<file path="src/rtl/serial_sub_ctrl.sv">
// rtl/serial_sub_ctrl.sv - bit-serial a-b-borrow sequencer around an external 1-bit full subtractor (optional overflow flag: SERIAL_SUB_OVF_EN)
module serial_sub_ctrl #(
  parameter int WIDTH = 8
) (
  input  logic             clk_in,
  input  logic             rst_in,
  input  logic             start_in,
  input  logic [WIDTH-1:0] a_in,
  input  logic [WIDTH-1:0] b_in,
  input  logic             borrow_in,
  output logic             busy_out,
  output logic             done_out,
  output logic [WIDTH-1:0] diff_out,
  output logic             borrow_out,
`ifdef SERIAL_SUB_OVF_EN
  output logic             ovf_out,
`endif
  output logic             fs_a_out,
  output logic             fs_b_out,
  output logic             fs_borrow_out,
  input  logic             fs_diff_in,
  input  logic             fs_borrow_in
);

  localparam int CW = $clog2(WIDTH);

  typedef enum logic [1:0] {IDLE, RUN, DONE} state_t;

  state_t           state;
  state_t           state_nxt;
  logic [WIDTH-1:0] a_sh;
  logic [WIDTH-1:0] b_sh;
  logic [WIDTH-1:0] res_sh;
  logic             borrow_reg;
  logic [CW-1:0]    count;
  logic             last_bit;
`ifdef SERIAL_SUB_OVF_EN
  logic             a_msb;
  logic             b_msb;
`endif

  // The final bit is being processed when RUN reaches count WIDTH-1.
  assign last_bit = (state == RUN) && (count == CW'(WIDTH - 1));

  // State register.
  always_ff @(posedge clk_in or posedge rst_in) begin
    if (rst_in) state <= IDLE;
    else        state <= state_nxt;
  end

  // Next-state decode and the handshake / subtractor-drive outputs.
  always_comb begin
    state_nxt     = state;
    busy_out      = 1'b0;
    done_out      = 1'b0;
    fs_a_out      = 1'b0;
    fs_b_out      = 1'b0;
    fs_borrow_out = 1'b0;
    case (state)
      IDLE: begin
        if (start_in) state_nxt = RUN;
      end
      RUN: begin
        busy_out      = 1'b1;
        fs_a_out      = a_sh[0];
        fs_b_out      = b_sh[0];
        fs_borrow_out = borrow_reg;
        if (last_bit) state_nxt = DONE;
      end
      DONE: begin
        busy_out  = 1'b1;
        done_out  = 1'b1;
        state_nxt = IDLE;
      end
      default: state_nxt = IDLE;
    endcase
  end

  // Operand/result shifting, borrow chain, bit counter and held result.
  always_ff @(posedge clk_in or posedge rst_in) begin
    if (rst_in) begin
      a_sh       <= '0;
      b_sh       <= '0;
      res_sh     <= '0;
      borrow_reg <= 1'b0;
      count      <= '0;
      diff_out   <= '0;
      borrow_out <= 1'b0;
`ifdef SERIAL_SUB_OVF_EN
      a_msb      <= 1'b0;
      b_msb      <= 1'b0;
      ovf_out    <= 1'b0;
`endif
    end else begin
      case (state)
        IDLE: begin
          if (start_in) begin
            a_sh       <= a_in;
            b_sh       <= b_in;
            borrow_reg <= borrow_in;
            count      <= '0;
`ifdef SERIAL_SUB_OVF_EN
            a_msb      <= a_in[WIDTH-1];
            b_msb      <= b_in[WIDTH-1];
`endif
          end
        end
        RUN: begin
          a_sh       <= a_sh >> 1;
          b_sh       <= b_sh >> 1;
          res_sh     <= {fs_diff_in, res_sh[WIDTH-1:1]};
          borrow_reg <= fs_borrow_in;
          count      <= count + CW'(1);
          if (last_bit) begin
            // The result register is not yet updated with the final bit, so splice it in here.
            diff_out   <= {fs_diff_in, res_sh[WIDTH-1:1]};
            borrow_out <= fs_borrow_in;
`ifdef SERIAL_SUB_OVF_EN
            ovf_out    <= (a_msb != b_msb) && (fs_diff_in != a_msb);
`endif
          end
        end
        default: ;
      endcase
    end
  end

endmodule

</file>
<file path="config.mk">
export PLATFORM = sky130hd
export DESIGN_NAME = serial_sub_ctrl
export DESIGN_NICKNAME = d
export VERILOG_FILES = /design/src/rtl/serial_sub_ctrl.sv
export SDC_FILE = /design/constraint.sdc
export NUM_CORES = 1
export LEC_CHECK = 0
export CAP_MARGIN = 0
export CORE_ASPECT_RATIO = 2
export CORE_MARGIN = 8
export CORE_UTILIZATION = 50
export CTS_CLUSTER_SIZE = 25
export DETAILED_ROUTE_END_ITERATION = 10
export GPL_TIMING_DRIVEN = 0
export PLACE_DENSITY = 0.84
export REMOVE_ABC_BUFFERS = 1
export SLEW_MARGIN = 20
export SYNTH_ARGS = -nofsm -noshare
export SYNTH_HDL_FRONTEND = slang
export SYNTH_SLANG_ARGS = --single-unit
</file>
<file path="constraint.sdc">
create_clock -name clk_in -period 2 [get_ports clk_in]
set_input_delay 0.2 -clock clk_in [delete_from_list [all_inputs] [get_ports clk_in]]
set_output_delay 0.2 -clock clk_in [all_outputs]
set_load 0.05 [all_outputs]
</file>
; ---- Word level (Yosys, flattened, before mapping)
; Index checks and enable logic that the tools add are counted.
[totals]
ff_bits = 39
input_bits = 22
output_inout_bits = 14
elab_cells = 37
[op_classes]
add_sub_neg = 1
n_eq_ne = 5
mux = 16
n_reduce_logical = 7
[op_table]
columns = cell, count
row1 = $pmux 8 s2, 2
row2 = $mux 8, 2
row3 = $mux 1, 6
row4 = $pmux 3 s2, 1
row5 = $reduce_and 2->1, 3
row6 = $mux 2, 2
row7 = $ne 2x2->1 const B, 2
row8 = $pmux 2 s2, 1
row9 = $add 3x1->3 const B, 1
row10 = $eq 3x3->1 const B, 1
row11 = $mux 3, 1
row12 = $eq 2x1->1 const B, 1
row13 = $eq 2x2->1 const B, 1
row14 = $logic_not 2->1, 1
row15 = $pmux 1 s2, 1
row16 = $reduce_bool 2->1, 1
row17 = $reduce_or 2->1, 1
row18 = $logic_and 1x1->1, 1

; ---- Depth between registers and ports, before layout
; Gate-level depths: netlist of the first run.
[logic_depth]
depth_word = 4
ltp_mapped = 7
ltp_nobuf = 5

; ---- Least setup slack after synthesis of the first run
; OpenSTA, ideal clock, no wires.
[synth_path]
path_kind = flip-flop to output port
from = register state[1]
to = output port fs_b_out
arrival_ns = 1.494
required_ns = 1.800
path_slack_ns = 0.306
stages_incl_launch_ff = 7
path_buffers = 3
path_cell_list = dfrtp_1 inv_1 ha_1 buf_4 buf_4 buf_2 and2_1
[synth_via]
elab_chain_len = 2
[synth_rtl]
columns = element, line_no
row1 = from (decl), 29  ; state_t state;
row2 = from (signal assigned), 48  ; else state <= state_nxt;
row3 = $eq 2x1->1, 59  ; case (state)
row4 = $mux 1, 59
row5 = to (decl), 19  ; output logic fs_b_out,
; No other way between the ends.

; ---- Final worst setup path of the first run
[layout_path]
from = register state[1]
to = output port fs_a_out
[layout_via]
elab_chain_len = 2
[layout_rtl]
columns = element, line_no
row1 = $eq 2x1->1, 59
row2 = $mux 1, 59
row3 = to (decl), 18  ; output logic fs_a_out,
; No other way between the ends.

==> results of run 1 <==
## worst min path at each step
stage                             from                      end  slack (ps)  cells past startpoint
2_1_floorplan             fs_borrow_in   borrow_out$_DFFE_PP0P_         350                      1
3_3_place_gp      count[0]$_DFFE_PP0P_     count[0]$_DFFE_PP0P_         490                      1
3_5_place_dp   diff_out[3]$_DFFE_PP0P_  diff_out[3]$_DFFE_PP0P_         490                      1
4_1_cts                         rst_in  diff_out[2]$_DFFE_PP0P_         410                      2
5_1_grt                         rst_in   borrow_out$_DFFE_PP0P_         450                      2
6_report                        rst_in  diff_out[0]$_DFFE_PP0P_         380                      2
## cell type report
cell class,instances,share of cell area
tap,32,0.01788
clock inverter,1,0.01341
sequential,38,0.4246
clock buffer,6,0.03687
timing repair buffer,35,0.1587
multi-input combinational,88,0.3352
inverter,8,0.01341
## stage by stage
stage               total power, mW  utilization
finish                        3.745       0.6630
global route                  3.968       0.6630
CTS                           3.770       0.6615
detailed placement            3.094       0.6215
global placement              2.993       0.6215
floorplan                     2.578            -
## metal layers
metal	GRT usage	wire length (um)	vias to the layer above
li1	-	-	585
met1	0.1453	1412	625
met2	0.2491	2214	36
met3	0.03974	158	11
met4	0.07414	93	0
met5	0	0	-
## cells by family (layout without fill, tap and decap cells)
| group | after synthesis | count (layout) |
|---|---|---|
| simple gates | 37 | 37 |
| compound gates | 29 | 29 |
| flops | 38 | 38 |
| buf+inv | 15 | 50 |
| fa+ha+maj | 5 | 5 |
| mux | 17 | 17 |
## power groups by stage
stage	Clock, mW	Combinational, mW	Sequential [mW]
after detailed placement	0	1.77	1.32
after CTS	0.664	1.79	1.32
after global routing	0.695	1.91	1.36
final	0.648	1.78	1.32
after floorplan	0	1.12	1.46
after global placement	0	1.70	1.30
## worst register-to-register path: cells and delay by family (launching register included)
kind | cells | cell delay (ps)
simple gates | 1 | 450
flops | 1 | 400
fa+ha+maj | 1 | 340
compound gates | 1 | 140
buf+inv | 2 | 400
## placed cells by master, fill, tap and decap left out, types with 4 or more instances in the layout
cell type        instances
dfrtp_1                 38
clkdlybuf4s50_1         30
mux2_2                  16
or3_1                   10
o221a_2                  9
inv_1                    7
clkbuf_8                 6
nor2_1                   5
a21oi_1                  5
o22ai_1                  4
nand2_1                  4
==> flow_metrics.py, run 1 <==
metrics = {
    "critical_path": {
        "path_class": "reg2out",
        "crit_slowest_cell": "dfrtp_1",
        "r2r_start": "state[1]$_DFFE_PP0P_",
        "r2r_slack_ps": 160,
        "arrival_ps": 1690,
        "path_buf_inv": 2,
        "reg2reg_to": "b_sh[1]$_DFFE_PP0P_",
        "worst_setup_path_start_kind": "flip-flop",
        "reg2reg_depth": 5,
        "worstSetupEndpointType": "output port",
        "cp.depth": 4,
        "cpPeakStageDelay_ps": 400,
        "path_max_fanout": 28,
        "crit_family": "buffers and inverters",
        "crit_end": "fs_a_out",
        "crit_path_start": "state[1]$_DFFE_PP0P_",
        "required_ps": 1800,
        "cp_cell_sequence": "inv_1 -> ha_4 -> and2_1 -> clkdlybuf4s15_2",
    },
    "final_layout": {
        "syn2layout_area_growth_pct": 27.22,
        "insertedDiodeCount": 0,
        "postLayoutCellArea_um2": 2240,
        "reg_top3": "a_sh: 8 flops, b_sh: 8 flops, diff_out: 8 flops",
        "fin_cells": 208,
        "drive_above_1_share": 0.2670,
        "multi_input_area_um2": 750.7,
        "fill_cells": 248,
        "ff_latch_area_um2": 950.9,
        "num-nets-final": 203,
    },
    "min_path": {
        "hold_path_class": "in2async",
    },
    "logic_synthesis": {
        "yosys.area_share.simple": 0.1244,
        "synth_top_area_cell": "dfrtp_1",
        "synth_cell_types": 30,
        "ys_top_cells_by_area": "dfrtp_1 (54%), mux2_2 (10%), o221a_2 (5.8%), ha_1 (3.6%), or3_1 (3.6%)",
        "synth_commonest_cells": "dfrtp_1 (38), mux2_2 (16), or3_1 (10)",
        "synth_fa_ha_area_frac": 0.03554,
        "synth_edf_count": 0,
        "synth_compound_area_frac": 0.1457,
        "synth_flop_cell": "dfrtp_1",
        "post-synth-top-count-cell": "dfrtp_1",
        "syn_avg_cell_area_um2": 12.49,
        "netlist_area_um2": 1760,
        "muxShareOfSynthArea": 0.1080,
        "synthArstFlopShare": 1.000,
        "ys_ff_latch": 38,
        "synthXorXnorAreaFrac": 0,
        "ys_warn_count": 0,
        "synth_top_cell_area_share": 0.5402,
        "synth_seq_area_share": 0.5402,
        "synth_top_family_by_area": "compound AO/OA/AOI/OAI gates",
        "netlist_instances": 141,
    },
    "floorplan": {
        "ios": 36,
        "die_area_um2": 5791,
        "design.core.area_um2": 3378,
        "die_x_um": 57.96,
        "die-height_um": 99.92,
        "start_util": 0.5211,
        "num_rows": 30,
    },
    "cts": {
        "h-tree-depth": 2,
        "postCtsHoldBufs": 0,
        "ctsResizeCount": 14,
        "postCtsSetupBuffers": 0,
        "worst_skew_pair.late_latency_ps": 280,
        "numCtsBuffers": 5,
        "clk_path_buf_depth": 2,
        "clkSinkCount": 38,
        "cts-root-buf": "clkbuf_8",
        "tritoncts": "yes",
        "clk_pin_slew_ps": 70,
    },
    "global_routing": {
        "gr-total-overflow": 0,
        "grt_pass1_vias": 1367,
        "gr-usage-all-layers": 0.1416,
        "antenna_found_initial": 0,
        "grt_pass1_wl_um": 6437,
        "grt_max_degree": 39,
    },
    "pwr": {
        "clkPwrFrac": 0.173,
        "switching_share": 0.3981,
        "p_int_mw": 2.254,
        "power.share.sequential": 0.352,
        "power.leakage_nw": 0.9728,
        "p_per_area_nw_per_um2": 1672,
        "switchingPower_mw": 1.491,
        "p_comb_frac": 0.475,
        "ir_drop_v": 0.001302,
    },
    "routing": {
        "postRouteAntennaNets": 0,
        "drt_iter0_markers": 41,
        "num_vias": 1257,
        "dr.pass1.iters": 4,
        "routed_via_density": 6.043,
        "wl_um": 3878,
        "wl_per_cell_um": 18.64,
        "drc": 0,
    },
    "sta": {
        "final-max-slew-violation-count": 0,
        "setup_ws_ps": 108.4,
        "min_period_ps": 1892,
        "final.setup.tns_ps": 0,
        "relSlewSlack": 0.4890,
        "tightest_slew_ps": 765.5,
        "period_share": 0.9458,
        "setup_violations": 0,
        "skew_ps": 4.249,
        "holdWs_ps": 377.6,
        "hold_violations": 0,
        "grt_setup_unrepaired": "no",
        "fmax_ghz": 0.5287,
    },
    "status": {
        "outcome": "completed",
    },
    "placed_design": {
        "portBuffers": 35,
        "place_congestion": 0.7931,
        "dpl.cell_count": 201,
        "dpl_cell_area_um2": 2100,
        "pre_cts_ws_ps": -558.1,
        "hpwlAfterDp_um": 2851,
    },
    "flow_run": {
        "cap_viol_max_count": 0,
    },
}
Note: power is estimated with default switching activity, not from simulation.
==> run 2: changes to the inputs <==
--- a/config.mk
+++ b/config.mk
@@ -12,7 +12,7 @@
 export CTS_CLUSTER_SIZE = 25
 export DETAILED_ROUTE_END_ITERATION = 10
 export GPL_TIMING_DRIVEN = 0
-export PLACE_DENSITY = 0.84
+export PLACE_DENSITY = 0.88
 export REMOVE_ABC_BUFFERS = 1
 export SLEW_MARGIN = 20
 export SYNTH_ARGS = -nofsm -noshare
==> run 2 against run 1 <==
Compared with the run above: final cell count up 0.48%; clock skew is 1.0 ps higher; design area is 0.78% lower; register-to-register slack improved by 20 ps; sequential share of layout area is 0.33 points higher; combinational power about the same; power decreased by 2.8%; clock power decreased by 16%; highest routed layer unchanged.
==> flow_metrics.py, run 2 (synthesis results as in run 1) <==
metrics = {
    "status": {
        "outcome": "completed",
    },
    "sta": {
        "relSlewSlack": 0.4876,
        "setup_violations": 0,
        "final.setup.tns_ps": 0,
        "grt_setup_unrepaired": "no",
        "holdWs_ps": 372.8,
        "min_period_ps": 1914,
        "period_share": 0.9570,
        "final-max-slew-violation-count": 0,
        "hold_violations": 0,
        "fmax_ghz": 0.5224,
        "skew_ps": 5.293,
        "tightest_slew_ps": 767.5,
    },
    "cts": {
        "h-tree-depth": 2,
        "tritoncts": "yes",
        "cts-root-buf": "clkbuf_8",
        "numCtsBuffers": 5,
        "worst_skew_pair.late_latency_ps": 290,
        "clk_pin_slew_ps": 70,
        "postCtsSetupBuffers": 0,
        "postCtsHoldBufs": 0,
        "clkSinkCount": 38,
        "clk_path_buf_depth": 2,
    },
    "pwr": {
        "ir_drop_v": 0.001172,
        "total_power_mw": 3.641,
        "power.leakage_nw": 0.9627,
        "p_per_area_nw_per_um2": 1639,
    },
    "global_routing": {
        "grt_pass1_wl_um": 6651,
        "grt_max_degree": 39,
        "grt_pass1_vias": 1458,
        "gr-usage-all-layers": 0.1463,
        "gr-total-overflow": 0,
        "antenna_found_initial": 0,
    },
    "placed_design": {
        "hpwlAfterDp_um": 2726,
        "portBuffers": 35,
        "place_congestion": 0.8085,
        "dpl.cell_count": 201,
    },
    "floorplan": {
        "ios": 36,
        "die_area_um2": 5791,
        "num_rows": 30,
        "start_util": 0.5211,
        "die_x_um": 57.96,
        "design.core.area_um2": 3378,
        "die-height_um": 99.92,
    },
    "routing": {
        "wl_per_cell_um": 18.18,
        "dr.pass1.iters": 4,
        "drc": 0,
        "wl_um": 3799,
        "drt_iter0_markers": 18,
        "routed_via_density": 5.957,
        "num_vias": 1245,
        "postRouteAntennaNets": 0,
    },
    "critical_path": {
        "path_max_fanout": 28,
        "cpPeakStageDelay_ps": 400,
        "path_buf_inv": 2,
        "r2r_slack_ps": 180,
        "cp_cell_sequence": "inv_1 -> ha_4 -> and2_1 -> clkdlybuf4s15_2",
        "reg2reg_to": "b_sh[1]$_DFFE_PP0P_",
        "worst_setup_path_start_kind": "flip-flop",
        "reg2reg_depth": 5,
        "required_ps": 1800,
        "worstSetupEndpointType": "output port",
        "crit_slowest_cell": "dfrtp_1",
        "r2r_start": "state[1]$_DFFE_PP0P_",
        "arrival_ps": 1710,
        "path_class": "reg2out",
        "crit_family": "buffers and inverters",
    },
    "min_path": {
        "hold_path_class": "in2async",
    },
    "final_layout": {
        "mostFrequentLayoutCells": "dfrtp_1 (38), clkdlybuf4s50_1 (30), mux2_2 (16)",
        "num-nets-final": 203,
        "reg_top3": "a_sh: 8 flops, b_sh: 8 flops, diff_out: 8 flops",
        "fin_cells": 209,
        "syn2layout_area_growth_pct": 26.23,
        "drive_above_1_share": 0.2712,
        "insertedDiodeCount": 0,
        "final_common_cell": "dfrtp_1",
        "utilization": 0.6578,
    },
    "flow_run": {
        "cap_viol_max_count": 0,
    },
}
## run 2: worst register-to-register path, cell delays in order, from the launching register on
cell and delay [ps]:
dfrtp_1 400, inv_1 120, ha_4 350, inv_1 280, or3_1 440, o221a_1 130
## run 2: final cells by class
| type | instances | area (um2) |
|---|---|---|
| clock buffers | 6 | 82.58 |
| clock inverters | 2 | 12.51 |
| fillers | 263 | 1156 |
| inverters | 8 | 30.03 |
| multi-input cells | 88 | 750.7 |
| flip-flops and latches | 38 | 950.9 |
| well taps | 32 | 40.04 |
| repair buffers | 35 | 355.3 |
## run 2: power breakdown
group / internal (mW) / leakage, nW / switching (mW)
Combinational: 0.754 / 0.462 / 1.02
Clock: 0.277 / 0.0472 / 0.266
Sequential: 1.10 / 0.453 / 0.218
## run 2: repair_timing
item | in CTS | in global routing
gates resized for setup | 14 | 2
endpoints found under the setup margin | 32 | 12
pin swaps | 0 | 0
## run 2: how the worst max path moves through the flow
| stage | from | endpoint | cells after the start |
|---|---|---|---|
| after detailed placement | state[1]$_DFFE_PP0P_ | fs_b_out | 4 |
| final | state[1]$_DFFE_PP0P_ | fs_b_out | 4 |
| after global placement | state[1]$_DFFE_PP0P_ | fs_b_out | 4 |
| after global routing | state[1]$_DFFE_PP0P_ | fs_borrow_out | 4 |
| after floorplan | state[1]$_DFFE_PP0P_ | b_sh[1]$_DFFE_PP0P_ | 5 |
| after CTS | state[0]$_DFFE_PP0P_ | done_out | 3 |
## run 2: per-layer routing
layer / track usage / routed length (um) / vias to the layer above / part of all wire
met5: 0 / 0 / - / 0
met4: 0.07224 / 93 / 0 / 0.024
met3: 0.03974 / 176 / 10 / 0.046
met2: 0.2526 / 2064 / 26 / 0.54
met1: 0.1570 / 1464 / 626 / 0.39
li1: - / - / 583 / -
## run 2: through the flow
| stage | cell area [um2] | setup WS, ps |
|---|---|---|
| final | 2222 | 85.91 |
| after floorplan | 1709 | -48.56 |
| after detailed placement | 2100 | -535.1 |
| after global placement | 2100 | -498.7 |
| after global routing | 2222 | 5.374 |
| after CTS | 2217 | 20.06 |
==> run 3: changes to the inputs <==
--- a/config.mk
+++ b/config.mk
@@ -6,7 +6,7 @@
 export NUM_CORES = 1
 export LEC_CHECK = 0
 export CAP_MARGIN = 0
-export CORE_ASPECT_RATIO = 2
+export CORE_ASPECT_RATIO = 1.2
 export CORE_MARGIN = 8
 export CORE_UTILIZATION = 50
 export CTS_CLUSTER_SIZE = 25
@@ -14,6 +14,7 @@
 export GPL_TIMING_DRIVEN = 0
 export PLACE_DENSITY = 0.88
 export REMOVE_ABC_BUFFERS = 1
+export SKIP_CTS_REPAIR_TIMING = 1
 export SLEW_MARGIN = 20
 export SYNTH_ARGS = -nofsm -noshare
 export SYNTH_HDL_FRONTEND = slang
==> run 3 against run 2 <==
Compared with the run above: utilization rose by 0.37 points; critical path type is now reg2reg; design area increased by 0.23%; fmax is 2.0% higher.
==> flow_metrics.py, run 3 (synthesis results as in run 1) <==
metrics = {
    "critical_path": {
        "r2r_start": "state[1]$_DFFE_PP0P_",
        "crit_end": "a_sh[5]$_DFFE_PP0P_",
        "reg2reg_to": "a_sh[5]$_DFFE_PP0P_",
        "reg2reg_depth": 5,
        "path_class": "reg2reg",
        "arrival_ps": 2070,
        "required_ps": 2190,
        "r2r_slack_ps": 120,
        "path_max_fanout": 14,
        "crit_path_start": "state[1]$_DFFE_PP0P_",
        "worstSetupEndpointType": "flip-flop",
        "worst_setup_path_start_kind": "flip-flop",
    },
    "min_path": {
        "hold_path_class": "in2async",
    },
    "sta": {
        "period_share": 0.9383,
        "relSlewSlack": 0.4748,
        "setup_violations": 0,
        "hold_violations": 0,
        "setup_ws_ps": 123.3,
        "tightest_slew_ps": 786.7,
        "min_period_ps": 1877,
        "final-max-slew-violation-count": 0,
        "skew_ps": 9.266,
        "grt_setup_unrepaired": "no",
        "fmax_ghz": 0.5329,
    },
    "global_routing": {
        "grt_pass1_wl_um": 6741,
        "antenna_found_initial": 0,
        "gr-usage-all-layers": 0.1500,
        "grt_max_degree": 39,
        "gr-total-overflow": 0,
        "grt_pass1_vias": 1393,
    },
    "routing": {
        "routed_via_density": 5.958,
        "drt_iter0_markers": 76,
        "postRouteAntennaNets": 0,
        "drc": 0,
        "wl_um": 4109,
        "num_vias": 1275,
        "wl_per_cell_um": 19.20,
        "dr.pass1.iters": 4,
    },
    "flow_run": {
        "cap_viol_max_count": 0,
    },
    "floorplan": {
        "die_area_um2": 5683,
        "design.core.area_um2": 3367,
        "die-height_um": 81,
        "num_rows": 23,
        "ios": 36,
        "die_x_um": 70.17,
        "start_util": 0.5229,
    },
    "cts": {
        "cts-root-buf": "clkbuf_8",
        "clkSinkCount": 38,
        "worst_skew_pair.late_latency_ps": 300,
        "tritoncts": "yes",
        "h-tree-depth": 2,
        "numCtsBuffers": 5,
        "clk_path_buf_depth": 2,
        "clk_pin_slew_ps": 80,
    },
    "final_layout": {
        "final_common_cell": "dfrtp_1",
        "postLayoutCellArea_um2": 2227,
        "insertedDiodeCount": 0,
        "syn2layout_area_growth_pct": 26.51,
        "drive_above_1_share": 0.2712,
        "mostFrequentLayoutCells": "dfrtp_1 (38), clkdlybuf4s50_1 (30), mux2_2 (16)",
        "num-nets-final": 203,
        "reg_top3": "a_sh: 8 flops, b_sh: 8 flops, diff_out: 8 flops",
    },
    "placed_design": {
        "place_congestion": 0.7651,
        "portBuffers": 35,
        "pre_cts_ws_ps": -549.1,
        "hpwlAfterDp_um": 2923,
        "dpl_cell_area_um2": 2106,
    },
    "status": {
        "outcome": "completed",
    },
    "pwr": {
        "power.leakage_nw": 0.9701,
        "p_per_area_nw_per_um2": 1685,
        "ir_drop_v": 0.001056,
    },
}
-- run 3: cell count changes in the layout (fill, tap and decap cells not counted), sizes merged --
cell,delta
clkinv,-1
clkbuf,+2
dlygate4sd2,-1
bufinv,+1
clkdlybuf4s15,-3
dlymetal6s2s,+1
clkinvlp,+1
-- run 3: final cells by class --
type | count | area (um2)
Fill cell | 248 | 1140
Clock inverter | 3 | 45.04
Clock buffer | 5 | 68.82
Tap cell | 37 | 46.29
Inverter | 8 | 30.03
Timing Repair Buffer | 35 | 340.3
Sequential cell | 38 | 950.9
Multi-Input combinational cell | 88 | 745.7
-- run 3: worst min-delay path by stage --
stage	startpoint	to	slack (ps)	cells after the start
after global routing	rst_in	diff_out[2]$_DFFE_PP0P_	450	2
after detailed placement	count[1]$_DFFE_PP0P_	count[1]$_DFFE_PP0P_	500	1
after CTS	rst_in	diff_out[2]$_DFFE_PP0P_	410	2
after floorplan	fs_borrow_in	borrow_out$_DFFE_PP0P_	350	1
final	rst_in	a_sh[5]$_DFFE_PP0P_	380	2
after global placement	count[0]$_DFFE_PP0P_	count[0]$_DFFE_PP0P_	490	1
-- run 3: power by group --
group	leakage, nW	internal, mW	total (mW)	switching (mW)
clock	0.0504	0.371	0.657	0.286
combinational	0.466	0.732	1.77	1.04
sequential	0.453	1.10	1.32	0.222
total	0.970	2.21	3.75	1.55
-- run 3: critical path, cell delays in order, from the launching register on --
cell and delay (ps):
dfrtp_1 410, inv_1 120, ha_2 370, nor2b_2 450, nor2_4 140, o221a_2 280
-- run 3: per-stage QoR --
step             util  hold slack [ps]  std cells  TNS (ps)  power [mW]
6_report       0.6615            375.3        214         0       3.752
5_1_grt        0.6615            453.4        214         0       3.967
4_1_cts        0.6592            406.6        214     -8375       3.781
3_5_place_dp   0.6254            496.2        206     -7058       3.114
3_3_place_gp   0.6254            487.5        206     -4512       2.987
2_1_floorplan       -            350.6        134    -48.56       2.578
-- run 3: routing by layer --
| metal | vias up | global-route usage | routed length [um] |
|---|---|---|---|
| met2 | 42 | 0.2498 | 2095 |
| met4 | 0 | 0.04829 | 47 |
| li1 | 586 | - | - |
| met3 | 6 | 0.06334 | 275 |
| met1 | 641 | 0.1728 | 1691 |
| met5 | - | 0 | 0 |
